===== config.mk =====
export PLATFORM = sky130hd
export DESIGN_NAME = gate_sweep_ctrl
export DESIGN_NICKNAME = d
export VERILOG_FILES = /design/src/rtl/gate_sweep_ctrl.sv
export SDC_FILE = /design/constraint.sdc
export NUM_CORES = 1
export LEC_CHECK = 0
export BUFFER_PORTS_ARGS = -buffer_cell sky130_fd_sc_hd__buf_2
export CELL_PAD_IN_SITES_DETAIL_PLACEMENT = 1
export CELL_PAD_IN_SITES_GLOBAL_PLACEMENT = 1
export CORE_UTILIZATION = 43
export CTS_BUF_LIST = sky130_fd_sc_hd__clkbuf_4 sky130_fd_sc_hd__clkbuf_8
export DETAILED_ROUTE_END_ITERATION = 8
export GPL_TIMING_DRIVEN = 0
export PLACE_DENSITY = 0.85
export SYNTH_ARGS = -nofsm -noshare
export SYNTH_HDL_FRONTEND = slang
export SYNTH_SLANG_ARGS = --single-unit

===== constraint.sdc =====
create_clock -name clk -period 2.27 [get_ports clk]
set_input_delay 0.1135 -clock clk [delete_from_list [all_inputs] [get_ports clk]]
set_output_delay 0.1135 -clock clk [all_outputs]
set_load 0.005 [all_outputs]

===== src/rtl/gate_sweep_ctrl.sv =====
// Exhaustive truth-table sweep of an N_IN-input combinational gate: steps the
// inputs through every vector, samples the gate output and scores it against EXPECT.
module gate_sweep_ctrl #(
   parameter int unsigned          N_IN       = 3,
   parameter int unsigned          SETTLE_CYC = 2,
   parameter logic [(1<<N_IN)-1:0] EXPECT     = 8'b0111_1111
) (
   input  logic                   clk,
   input  logic                   rst_n,
   input  logic                   start,
   input  logic                   abort,
   output logic [N_IN-1:0]        gate_in,
   input  logic                   gate_out,
   output logic                   busy,
   output logic                   done,
   output logic                   pass,
   output logic [(1<<N_IN)-1:0]   result,
   output logic [N_IN:0]          err_cnt
);

   localparam int unsigned     NVEC     = 1 << N_IN;
   localparam int unsigned     CW       = (SETTLE_CYC > 1) ? $clog2(SETTLE_CYC) : 1;
   localparam logic [CW-1:0]   CNT_LAST = CW'(SETTLE_CYC - 1);
   localparam logic [N_IN-1:0] IDX_LAST = '1;

   typedef enum logic [1:0] {
      S_IDLE,
      S_RUN,
      S_DONE
   } state_t;

   state_t            state_q, state_d;
   logic [N_IN-1:0]   idx_q, idx_d;
   logic [CW-1:0]     cnt_q, cnt_d;
   logic [N_IN-1:0]   gate_in_d;
   logic              busy_d, done_d, pass_d;
   logic [NVEC-1:0]   result_d;
   logic [N_IN:0]     err_d, err_inc;
   logic              mismatch;

   // NOTE: every signal written here gets a default first, so no path leaves
   // one unassigned and no latch is inferred.
   always_comb begin
      state_d   = state_q;
      idx_d     = idx_q;
      cnt_d     = cnt_q;
      gate_in_d = gate_in;
      busy_d    = busy;
      done_d    = 1'b0;
      pass_d    = pass;
      result_d  = result;
      err_d     = err_cnt;
      mismatch  = (gate_out != EXPECT[idx_q]);
      err_inc   = err_cnt + {{N_IN{1'b0}}, mismatch};

      unique case (state_q)
         S_IDLE, S_DONE: begin
            // Start wins over a simultaneous abort here; abort is meaningless outside RUN.
            if (start) begin
               state_d   = S_RUN;
               idx_d     = '0;
               cnt_d     = '0;
               gate_in_d = '0;
               busy_d    = 1'b1;
               pass_d    = 1'b0;
               result_d  = '0;
               err_d     = '0;
            end
         end
         S_RUN: begin
            if (abort) begin
               // A sample due on this edge is dropped; partial result/err_cnt stay visible.
               state_d   = S_IDLE;
               idx_d     = '0;
               cnt_d     = '0;
               gate_in_d = '0;
               busy_d    = 1'b0;
               pass_d    = 1'b0;
            end else if (cnt_q == CNT_LAST) begin
               result_d[idx_q] = gate_out;
               err_d           = err_inc;
               cnt_d           = '0;
               if (idx_q == IDX_LAST) begin
                  state_d   = S_DONE;
                  idx_d     = '0;
                  gate_in_d = '0;
                  busy_d    = 1'b0;
                  done_d    = 1'b1;
                  pass_d    = (err_inc == '0);
               end else begin
                  idx_d     = idx_q + 1'b1;
                  gate_in_d = idx_q + 1'b1;
               end
            end else begin
               cnt_d = cnt_q + 1'b1;
            end
         end
         default: state_d = S_IDLE;
      endcase
   end

   // NOTE: state is updated with non-blocking assignments so every register
   // samples the pre-edge values computed above, independent of statement order.
   always_ff @(posedge clk or negedge rst_n) begin
      if (!rst_n) begin
         state_q <= S_IDLE;
         idx_q   <= '0;
         cnt_q   <= '0;
         gate_in <= '0;
         busy    <= 1'b0;
         done    <= 1'b0;
         pass    <= 1'b0;
         result  <= '0;
         err_cnt <= '0;
      end else begin
         state_q <= state_d;
         idx_q   <= idx_d;
         cnt_q   <= cnt_d;
         gate_in <= gate_in_d;
         busy    <= busy_d;
         done    <= done_d;
         pass    <= pass_d;
         result  <= result_d;
         err_cnt <= err_d;
      end
   end

endmodule


==> impl_metrics.json <==
{
  "tritoncts": "yes",
  "synth-edff-count": 0,
  "hold_viol_final": 0,
  "grt_pass1_vias": 913,
  "fin_tns_setup_ns": 0,
  "drc_errors": 0,
  "hold_path_class": "in -> reg",
  "max_freq_mhz": 483.4,
  "min_period_ns": 2.069,
  "crit_path_frequent_cell": "ha_1",
  "postCtsResizedCells": 0,
  "muxShareOfSynthArea_pct": 4.333,
  "clkLatencyLatePin_ns": 0.32,
  "layout_commonest_cell": "buf_2",
  "power.switching_w": 0.0002509,
  "ant_nets": 0,
  "crit_required_ns": 2.50,
  "grt_setup_unrepaired": "no",
  "finish.utilization_pct": 55.72,
  "critPathSlowestCell": "dfrtp_1",
  "antenna_found_initial": 0,
  "wl_per_cell_um": 17.15,
  "p_clk_share_pct": 24.6,
  "core_area_mm2": 0.002297,
  "num_rows": 17,
  "finalWirelength_mm": 2.659,
  "start_util_pct": 47.77,
  "synth_cell_types": 32,
  "place_congestion": 0.7566,
  "max_stage_delay_ns": 0.48,
  "cts.sinks": 21,
  "p_int_w": 0.0005406,
  "drtIter0Drc": 5,
  "worstPathArrival_ns": 2.30,
  "clockRootBuffer": "clkbuf_4",
  "syn2layout_area_growth_pct": 16.65,
  "globalRoute.totalOverflow": 0,
  "worstPathMaxFanout": 7,
  "fin_crit_sh_pct": 91.13,
  "portBuffers": 22,
  "die_x_um": 52.52,
  "synth_ff_type": "dfrtp_1",
  "h-tree-depth": 1,
  "diodes": 0,
  "path_buf_inv": 0,
  "die_h_um": 52.52,
  "via_count": 896,
  "ys_seq_elements": 21,
  "power.leakage_nw": 0.6498,
  "seq_area_frac_synth_pct": 47.89,
  "final_cell_mix": "24 x buf_2, 21 x dfrtp_1, 8 x o22ai_1, 8 x o2bb2ai_1, 7 x nor2_1",
  "netlist_instances": 100,
  "status": "finished, final reports clean",
  "p_sw_share_pct": 31.70,
  "layout.nets": 137,
  "vias_per_cell": 5.781,
  "cts_buffers": 3,
  "drtPass1Iterations": 4,
  "syn_nets": 109,
  "end_kind": "flip-flop",
  "worst_slew_pin_slew_ns": 0.4708,
  "powerDensity_mw_per_mm2": 618.4,
  "fin_skew_ns": 0.007592,
  "hpwl_mm": 1.911,
  "cp_top_family": "adder cells",
  "grtUsageTotal_pct": 21.90,
  "synthSimpleGateAreaFrac_pct": 17.56,
  "synth_top_family_by_area": "compound AO/OA/AOI/OAI gates",
  "grt_pass1_wl_mm": 4.381,
  "grt_start_max_net_pins": 22,
  "die_area_mm2": 0.002758,
  "synthAdderAreaFrac_pct": 4.561,
  "syn_avg_cell_area_um2": 10.97,
  "slew-limit-headroom_pct": 68.61,
  "critPathKind": "reg -> reg",
  "slew_violations": 0,
  "clk_pin_slew_ns": 0.13,
  "async_flop_share_pct": 100.0,
  "start_kind": "flip-flop",
  "drive_above_1_share_pct": 26.77,
  "yosysWarnings": 0,
  "path_cells": "ha_1, ha_1, xnor2_1, ha_1, ha_1, xnor2_1, nand4_1, o32ai_1",
  "drv_cap": 0,
  "finalSetupViolCount": 0,
  "combinationalPowerShare_pct": 22.1,
  "peakVddDrop_v": 0.0003857,
  "synthesis.area_mm2": 0.001097,
  "synth_xor_area_share_pct": 2.395,
  "clockBufferDepth": 2,
  "synth-compound-area-share_pct": 19.27,
  "io_pins": 23,
  "seq_power_share_pct": 53.3
}
-- sequential cells by signal (all words and copies together) (netlist names) --
signal / count
done: 1
state_q: 2
cnt_q: 1
busy: 1
result: 8
pass: 1
err_cnt: 4
idx_q: 3
-- power groups by stage --
stage | Combinational (W) | Sequential, W | Clock, W
after detailed placement | 0.000174 | 0.000429 | 0
after global placement | 0.000165 | 0.000427 | 0
after floorplan | 0.000113 | 0.000426 | 0
final | 0.000175 | 0.000422 | 0.000195
after global routing | 0.000197 | 0.000427 | 0.000207
after CTS | 0.000177 | 0.000423 | 0.000198
-- final cells by class --
type                       count  area (um^2)
fill                         274         1017
timing repair buffer          23        120.1
multi-input combinational     70        528.0
sequential                    21        525.5
clock inverter                 1        5.005
inverter                       2        7.507
clock buffer                   3        22.52
tap                           28        35.03
buffer                         7        36.28
-- worst register-to-register path, stage by stage (launching register included) --
cell,delay [ns]
dfrtp_1,0.48
ha_1,0.23
ha_1,0.25
xnor2_1,0.16
ha_1,0.20
ha_1,0.22
xnor2_1,0.18
nand4_1,0.13
o32ai_1,0.13
-- per-stage QoR --
step                worst slack, ns  hold WS, ns  total power (W)  cells  area (um^2)
floorplan                    0.4349      -0.1821        0.0005392    100         1097
global placement             0.2983      0.08885        0.0005919    150         1242
detailed placement           0.2513      0.09963        0.0006032    150         1242
CTS                          0.1925       0.1097        0.0007976    155         1280
global route                0.06611       0.1332        0.0008309    155         1280
finish                       0.2014       0.1141        0.0007915    155         1280
-- cells by family after synthesis --
family,Yosys count
compound gates,28
xor+xnor,3
fa+ha+maj,4
buf+inv,9
flops,21
mux,3
simple gates,32
-- Yosys cell counts, types with 2 or more instances --
cell / count / area, um^2
dfrtp_1: 21 / 525.5
o22ai_1: 8 / 50.05
nor3b_1: 3 / 22.52
nand3_1: 2 / 10.01
a22o_1: 6 / 52.55
inv_1: 2 / 7.510
nand2b_1: 3 / 18.77
nor2_1: 7 / 26.28
a21oi_1: 2 / 10.01
or2_2: 2 / 12.51
clkbuf_1: 4 / 15.01
ha_1: 4 / 50.05
xnor2_1: 3 / 26.28
o2bb2ai_1: 8 / 70.07
buf_2: 2 / 10.01
nand2_1: 4 / 15.01
and3b_1: 3 / 26.28
a21o_1: 2 / 15.01
-- metal layers --
layer / GRT usage (%) / routed length (um) / vias to the layer above
met5: 0 / 0 / -
met4: 7.895 / 23 / 0
met3: 3.478 / 60 / 2
met2: 35.44 / 1299 / 18
met1: 29.27 / 1276 / 448
li1: - / - / 428
-- final timing paths --
kind,from,end,slack (ns),cells after the start
worst max register to register,idx_q[0],pass,0.20,8
max in group asynchronous,rst_n,cnt_q,1.68,2
worst max-delay path,idx_q[0],pass,0.20,8
min in group asynchronous,rst_n,result[0],0.26,2
worst min-delay path,start,state_q[1],0.11,3
worst min register to register,result[4],result[4],0.50,1
-- repair_timing --
action | CTS | global route
hold endpoints to repair | 21 | 0
setup buffers | 0 | 0
hold buffers | 1 | 0
No activity file was read; power rests on OpenSTA's default activity.
